**src/rtl/ucie_ctl_rx.sv**
```systemverilog
// ucie_ctl_rx
// Receive-path controller for the UCIe link controller. Flits arriving on
// the RDI receive interface are buffered in a show-ahead FIFO. They are then
// presented to the FDI consumer with a valid/ready handshake, gated by the
// link state reported on FDI status. RDI has no backpressure, so a flit that
// arrives while the buffer is full (and nothing is leaving) is dropped. That
// drop raises a sticky overflow error.
//
// Ports:
//   i_clk, i_rst            clock / synchronous active-high reset
//   i_fdi_pl_state_sts      link state status (Active / LinkReset / LinkError ...)
//   i_rdi_pl_valid/_data    RDI receive flit
//   i_fdi_lp_rx_rdy         FDI consumer ready
//   i_err_clr               clears sticky overflow error
//   o_fdi_pl_valid/_data    FDI receive flit (FIFO head, zero when not valid)
//   o_rx_overf_err          sticky overflow error
//   o_rx_fifo_level         current occupancy 0..depth
//   o_rx_state              0 IDLE, 1 ACTIVE, 2 DRAIN, 3 FLUSH
module ucie_ctl_rx #(
  parameter logic [3:0] UCIE_ACTIVE    = 4'b0001,
  parameter logic [3:0] UCIE_LINKRESET = 4'b1001,
  parameter logic [3:0] UCIE_LINKERROR = 4'b1010,
  parameter int         FIFO_D_SIZE    = 64,
  parameter int         FIFO_P_SIZE    = 3
) (
  input  logic                   i_clk,
  input  logic                   i_rst,
  input  logic [3:0]             i_fdi_pl_state_sts,
  input  logic                   i_rdi_pl_valid,
  input  logic [FIFO_D_SIZE-1:0] i_rdi_pl_data,
  input  logic                   i_fdi_lp_rx_rdy,
  input  logic                   i_err_clr,
  output logic                   o_fdi_pl_valid,
  output logic [FIFO_D_SIZE-1:0] o_fdi_pl_data,
  output logic                   o_rx_overf_err,
  output logic [FIFO_P_SIZE:0]   o_rx_fifo_level,
  output logic [1:0]             o_rx_state
);

  localparam int DEPTH = 1 << FIFO_P_SIZE;
  localparam logic [FIFO_P_SIZE:0] DEPTH_L = {1'b1, {FIFO_P_SIZE{1'b0}}};

  typedef enum logic [1:0] {
    IDLE   = 2'd0,
    ACTIVE = 2'd1,
    DRAIN  = 2'd2,
    FLUSH  = 2'd3
  } state_e;

  state_e                 state_q, state_d;
  logic [FIFO_P_SIZE:0]   wr_ptr_q, wr_ptr_d;
  logic [FIFO_P_SIZE:0]   rd_ptr_q, rd_ptr_d;
  logic                   err_q, err_d;
  logic [FIFO_D_SIZE-1:0] mem_q [DEPTH];

  logic [FIFO_P_SIZE:0] level;
  logic full, empty, rd_vld, pop, push, ovf, sts_kill;

  // Extra pointer MSB makes wr-rd the true occupancy, including full.
  assign level    = wr_ptr_q - rd_ptr_q;
  assign full     = (level == DEPTH_L);
  assign empty    = (level == '0);
  assign rd_vld   = !empty && (state_q == ACTIVE || state_q == DRAIN);
  assign pop      = rd_vld && i_fdi_lp_rx_rdy;
  // A full FIFO still takes a flit when the head leaves in the same cycle.
  assign push     = (state_q == ACTIVE) && i_rdi_pl_valid && (!full || pop);
  assign ovf      = (state_q == ACTIVE) && i_rdi_pl_valid && full && !pop;
  assign sts_kill = (i_fdi_pl_state_sts == UCIE_LINKERROR) ||
                    (i_fdi_pl_state_sts == UCIE_LINKRESET);

  always_comb begin
    state_d  = state_q;
    wr_ptr_d = wr_ptr_q + {{FIFO_P_SIZE{1'b0}}, push};
    rd_ptr_d = rd_ptr_q + {{FIFO_P_SIZE{1'b0}}, pop};
    // Set beats clear when both land in the same cycle.
    err_d    = ovf ? 1'b1 : (i_err_clr ? 1'b0 : err_q);

    unique case (state_q)
      IDLE: begin
        if (i_fdi_pl_state_sts == UCIE_ACTIVE) state_d = ACTIVE;
      end
      ACTIVE: begin
        if (sts_kill)                                state_d = FLUSH;
        else if (i_fdi_pl_state_sts != UCIE_ACTIVE) state_d = DRAIN;
      end
      DRAIN: begin
        // No pushes happen here, so "last entry popped" is level==1 & pop.
        if (sts_kill)                                state_d = FLUSH;
        else if (i_fdi_pl_state_sts == UCIE_ACTIVE) state_d = ACTIVE;
        else if (empty || (pop && level == {{FIFO_P_SIZE{1'b0}}, 1'b1}))
                                                     state_d = IDLE;
      end
      FLUSH: state_d = IDLE;
      default: state_d = IDLE;
    endcase

    // Discard contents on the edge into FLUSH so the FLUSH cycle already
    // shows level 0; a pop in the leaving cycle has still been delivered.
    if (state_d == FLUSH || state_q == FLUSH) begin
      wr_ptr_d = '0;
      rd_ptr_d = '0;
    end
  end

  always_ff @(posedge i_clk) begin
    if (i_rst) begin
      state_q  <= IDLE;
      wr_ptr_q <= '0;
      rd_ptr_q <= '0;
      err_q    <= 1'b0;
    end else begin
      state_q  <= state_d;
      wr_ptr_q <= wr_ptr_d;
      rd_ptr_q <= rd_ptr_d;
      err_q    <= err_d;
    end
  end

  // Storage needs no reset: the read side is masked until written.
  always_ff @(posedge i_clk) begin
    if (push) mem_q[wr_ptr_q[FIFO_P_SIZE-1:0]] <= i_rdi_pl_data;
  end

  assign o_fdi_pl_valid  = rd_vld;
  assign o_fdi_pl_data   = rd_vld ? mem_q[rd_ptr_q[FIFO_P_SIZE-1:0]] : '0;
  assign o_rx_overf_err  = err_q;
  assign o_rx_fifo_level = level;
  assign o_rx_state      = state_q;

endmodule
```
**config.mk**
```make
export PLATFORM = sky130hd
export DESIGN_NAME = ucie_ctl_rx
export DESIGN_NICKNAME = d
export VERILOG_FILES = /design/src/rtl/ucie_ctl_rx.sv
export SDC_FILE = /design/constraint.sdc
export NUM_CORES = 1
export LEC_CHECK = 0
export CAP_MARGIN = 20
export CORE_ASPECT_RATIO = 1.4
export CORE_UTILIZATION = 30
export CTS_BUF_LIST = sky130_fd_sc_hd__clkbuf_16
export CTS_CLUSTER_SIZE = 14
export DETAILED_ROUTE_END_ITERATION = 6
export GPL_TIMING_DRIVEN = 0
export PLACE_DENSITY = 0.55
export SLEW_MARGIN = 20
export SYNTH_ARGS = -nofsm -noshare
export SYNTH_HDL_FRONTEND = slang
export SYNTH_SLANG_ARGS = --single-unit
```
**constraint.sdc**
```tcl
create_clock -name i_clk -period 7.5 [get_ports i_clk]
set_input_delay 1.5 -clock i_clk [delete_from_list [all_inputs] [get_ports i_clk]]
set_output_delay 1.5 -clock i_clk [all_outputs]
set_load 0.02 [all_outputs]
```
==> After elaboration in Yosys (flattened, before gate mapping) <==
Memories as Yosys holds them, arrays and structs flattened. A register that Yosys moved wholly into a read port is not among the register bits.
Index checks and enable logic that the tools add are counted.
{ "word_totals": {"ram_bits": 512, "ff_bits": 11, "output_inout_bits": 72, "input_bits": 73, "n_memories": 1, "elab_cells": 50} }
{ "classes": {"n_reduce_logical": 19, "n_mux": 13, "n_eq_ne": 10, "n_addsub": 3} }
{ "mem_list": {"columns": ["name", "depth", "width", "read_ports", "rd_clocked_by_memory_dff", "write_ports", "line_no", "source"], "rows": [
  ["mem_q", 8, 64, 1, 1, 1, "54", "logic [FIFO_D_SIZE-1:0] mem_q [DEPTH];"]
]} }
{ "op_table": {"columns": ["cell", "count"], "rows": [
  ["$mux 64", 1],
  ["$eq 4x4->1 const B", 3],
  ["$mux 2", 6],
  ["$add 4x1->4", 2],
  ["$eq 4x1->1 const B", 2],
  ["$pmux 2 s4", 1],
  ["$logic_and 1x1->1", 7],
  ["$eq 2x2->1 const B", 3],
  ["$logic_or 1x1->1", 5],
  ["$logic_not 4->1", 1],
  ["$mux 1", 4],
  ["$ne 4x1->1 const B", 1],
  ["$sub 4x4->4", 1],
  ["$logic_not 1->1", 3],
  ["$mux 3", 1],
  ["$eq 2x1->1 const B", 1],
  ["$logic_not 2->1", 1],
  ["$reduce_bool 2->1", 1],
  ["$reduce_or 2->1", 1]
]} }

==> Longest topological paths before layout <==
{ "logic_depth": {"depth_word": 15, "ltp_mapped": 16} }

==> Worst setup path before layout <==
OpenSTA, ideal clock, no wires.
{ "synth_timing": {"path_kind": "flip-flop to flip-flop", "startpoint": "register rd_ptr_q[1]", "endpoint": "memory mem_q[1][0] (enable)", "period_less_slack_ps": 7301, "path_stages_with_launch": 9, "setup_time_ps": 565, "arrival_time_ps": 6736, "path_buffers": 2, "path_slack_ps": 199, "cell_sequence": "dfxtp_1 buf_2 buf_1 inv_1 fa_1 xor2_1 nor3_1 a311o_1 nor3_1"} }
{ "synth_between": {"elab_chain_cells": 9, "word_cells_on_any_way": 11} }
{ "synth_rtl": {"columns": ["element", "line_no", "source"], "rows": [
  ["from (decl)", "52", "logic [FIFO_P_SIZE:0] rd_ptr_q, rd_ptr_d;"],
  ["from (signal assigned)", "114", "rd_ptr_q <= rd_ptr_d;"],
  ["$sub 4x4->4 (*)", "60", "assign level = wr_ptr_q - rd_ptr_q;"],
  ["net o_rx_fifo_level[2]", "36", "output logic [FIFO_P_SIZE:0] o_rx_fifo_level,"],
  ["$logic_not 4->1", "62", "assign empty = (level == '0);"],
  ["$logic_not 1->1", "63", "assign rd_vld = !empty && (state_q == ACTIVE || state_q == DRAIN);"],
  ["$logic_and 1x1->1", "63", null],
  ["$logic_and 1x1->1", "64", "assign pop = rd_vld && i_fdi_lp_rx_rdy;"],
  ["$logic_or 1x1->1 (*)", "66", "assign push = (state_q == ACTIVE) && i_rdi_pl_valid && (!full || pop);"],
  ["$logic_and 1x1->1 (*)", "66", null],
  ["$mux 1 (*)", "121", "if (push) mem_q[wr_ptr_q[FIFO_P_SIZE-1:0]] <= i_rdi_pl_data;"],
  ["$mux 1 (implied by the code) (*)", "121", null],
  ["to (decl)", "54", null]
]} }
The timed path passes the listed nets; every way through them passes the cells marked *.

==> Worst setup path after layout <==
{ "layout_timing": {"startpoint": "register rd_ptr_q[1]", "endpoint": "output port o_fdi_pl_data[53]"} }
{ "layout_between": {"elab_chain_cells": 5} }
{ "layout_rtl": {"columns": ["element", "line_no", "source"], "rows": [
  ["$sub 4x4->4", "60", null],
  ["$logic_not 4->1", "62", null],
  ["$logic_not 1->1", "63", null],
  ["$logic_and 1x1->1", "63", null],
  ["$mux 64", "125", "assign o_fdi_pl_data = rd_vld ? mem_q[rd_ptr_q[FIFO_P_SIZE-1:0]] : '0;"],
  ["to (decl)", "34", "output logic [FIFO_D_SIZE-1:0] o_fdi_pl_data,"]
]} }
Every way passes these cells.

==> impl_metrics.tcl <==
set metrics [dict create \
    dp_hpwl_um 34230 \
    grt_use_met2 0.2709 \
    numPortBuffers 144 \
    post-place-ws_ps 1588 \
    required_ps 6000 \
    die_h_um 308.8 \
    drive_above_1_share 0.2310 \
    nFillCells 6085 \
    avgSynthCellArea_um2 20.46 \
    clkPwrFrac 0.413 \
    cts.sinks 523 \
    cp.arrival_ps 4850 \
    cts_tree "yes" \
    min_from "o_rx_overf_err" \
    antenna_cells 0 \
    area_growth_pct 25.40 \
    clock_latency_ps 600 \
    synth_enable_flop_cells 512 \
    combPwrFrac 0.086 \
    worst-r2r-cell-count 14 \
    top_usage_layer "met2" \
    rows 112 \
    grt_setup_unrepaired "no" \
    final_antenna_net_count 0 \
    min_path_cells 2 \
    ys_seq_area_frac 0.7732 \
    postLayoutCellArea_um2 25290 \
    crit_path_start_kind "flop" \
    power_density_nw_per_um2 258.3 \
    cts_max_path_buffers 3 \
    setup_viol 0 \
    pin_count 145 \
    met1_usage 0.1789 \
    use_met3 0.02612 \
    p_seq_frac 0.501 \
    layout_common_cells "edfxtp_1, clkdlybuf4s50_1, nand2_1, mux4_2, a21oi_1" \
    drt-wirelength-per-cell_um 23.42 \
    reg2reg_slack_ps 2550 \
    netSwitchingPower_uw 1439 \
    cts_inserted_buffers 53 \
    yosys_warnings 0 \
    grt_use_total 0.1476 \
    drc 0 \
    r2r-start "rd_ptr_q[1]" \
    critical_path_class "reg2out" \
    hold_class "reg2reg" \
    crit_fanout 10 \
    fmax_mhz 157.6 \
    vias_per_cell 4.759 \
    ir_worst_vdd_uv 158.5 \
    hold_path_end "o_rx_overf_err" \
    grt_overflow_total 0 \
    tightestPinTransition_ps 902.8 \
    min_period_ps 6345 \
    syn_area_um2 20170 \
    dr.first_iter.drc_count 654 \
    clock_skew_ps 19.62 \
    synth_nets 1071 \
    power.internal_uw 5095 \
    synthFlopType "edfxtp_1" \
    finalMaxSlewViolations 0 \
    synth_cell_types 37 \
    firstDrtPassIters 5 \
    status "finished, final reports clean" \
    first_global_vias 10830 \
    finalCritPeriodShare 0.8460 \
    netlist_instances 986 \
    postCtsSetupBuffers 0 \
    r2r-end "mem_q[0][42]" \
    maxCapViolCount 0 \
    holdBufCountCts 0 \
    worstSetupEndpointType "primary output" \
    gp_congestion 0.6608 \
    cts-resized-gates 0 \
    hold_viol 0 \
    swShare 0.2202 \
    final_common_cell "edfxtp_1" \
    cts.clk_slew.worst_paths_ps 60 \
    placedInstanceArea_um2 23510 \
    grt_pass1_wl_um 73170 \
    die_w_um 221.1 \
    max-slew-margin-rel 0.3982 \
    cts_root_buffer "clkbuf_16" \
    antenna_found_initial 3 \
    leakagePower_uw 0.007951 \
    ys_async_sr_fraction 0 \
    finalWorstSetupSlack_ps 1155 \
    grt_max_degree 18 \
    final_nets 1316 \
    routed_wl_um 49830 \
    synth-seq-cells 523 \
    die_area_um2 68290 \
    cts_max_level 2 \
    vias 10130 \
    start_util 0.3030 \
    core_area_um2 66560 \
]
-- critical path, stage by stage, from the launching register on --
cell and delay (ps):
dfxtp_1 470, buf_2 410, buf_1 700, inv_1 190
ha_1 340, nand3b_1 100, a21oi_1 220, or2_1 140
buf_2 160, o21ai_2 120, buf_6 180, buf_6 160
a21oi_1 360, clkdlybuf4s50_1 690
-- per-layer routing --
layer	share of wire	vias to the layer above	wire length, um
met5	0.00092	-	46
met4	0.017	6	870
met3	0.040	71	1988
met2	0.53	224	26590
met1	0.41	5348	20340
li1	-	4479	-
-- cells in the mapped netlist, drive strengths merged, types with 2 or more instances --
master	count	area, um^2
dfxtp	11	220.2
nand3	3	15.01
buf	33	188.9
edfxtp	512	15370
inv	10	37.54
nand2b	3	18.77
xor2	4	35.03
o22ai	2	26.28
ha	11	137.6
xnor2	3	26.28
nor3	4	20.02
o21ai	2	17.52
mux4	128	2883
nor2	9	33.78
a21oi	75	375.4
nor2b	2	12.51
a311o	2	20.02
nand2	141	529.3
clkbuf	17	63.81
-- cells by family (layout without fill, tap and decap cells) --
| kind of cell | count (synthesis) | in the layout | synth area share |
|---|---|---|---|
| flops | 523 | 523 | 0.7732 |
| buf+inv | 60 | 347 | 0.01439 |
| xor+xnor | 7 | 7 | 0.003040 |
| mux | 128 | 128 | 0.1429 |
| fa+ha+maj | 12 | 12 | 0.007816 |
| simple gates | 169 | 169 | 0.03412 |
| compound gates | 87 | 87 | 0.02450 |
-- power groups by stage --
stage,combinational (uW),clock [uW],sequential (uW)
2_1_floorplan,310,0,3350
3_3_place_gp,543,0,3350
3_5_place_dp,576,0,3340
4_1_cts,579,2780,3270
5_1_grt,610,2880,3280
6_report,561,2700,3270
-- through the flow --
| step | util | hold slack, ps | power, uW | setup TNS [ps] | cells |
|---|---|---|---|---|---|
| global placement | 0.3407 | 467.3 | 3897 | -1529880 | 1985 |
| finish | 0.3800 | 490.6 | 6534 | 0 | 2128 |
| detailed placement | 0.3532 | 488.6 | 3914 | 0 | 2031 |
| CTS | 0.3800 | 497.8 | 6630 | 0 | 2128 |
| global route | 0.3800 | 566.2 | 6763 | 0 | 2128 |
| floorplan | - | 539.5 | 3657 | 0 | 986 |
-- layout make-up --
| class | instances | area, um^2 | share of cell area |
|---|---|---|---|
| Buffer | 50 | 252.7 | 0.009993 |
| Timing Repair Buffer | 190 | 2215 | 0.08756 |
| Sequential cell | 523 | 15600 | 0.6166 |
| Tap cell | 855 | 1070 | 0.04230 |
| Inverter | 10 | 37.54 | 0.001484 |
| Clock buffer | 54 | 1351 | 0.05343 |
| Clock inverter | 43 | 431.7 | 0.01707 |
| Multi-Input combinational cell | 403 | 4339 | 0.1716 |
-- how the worst max path moves through the flow --
stage	start	endpoint	slack [ps]	cells after the start
final	rd_ptr_q[1]	o_fdi_pl_data[53]	1150	13
after global routing	rd_ptr_q[1]	o_fdi_pl_data[54]	820	13
after CTS	rd_ptr_q[1]	o_fdi_pl_data[52]	920	11
after detailed placement	rd_ptr_q[1]	o_fdi_pl_data[52]	1590	11
after global placement	rd_ptr_q[1]	mem_q[1][42]	-5620	10
after floorplan	rd_ptr_q[1]	mem_q[1][0]	200	8
-- flip-flops by register name (all words and copies together), names as in the netlist --
name / flops
mem_q: 512
o_rx_overf_err: 1
o_rx_state: 2
rd_ptr_q: 4
wr_ptr_q: 4
No activity file was read; power rests on OpenSTA's default activity.
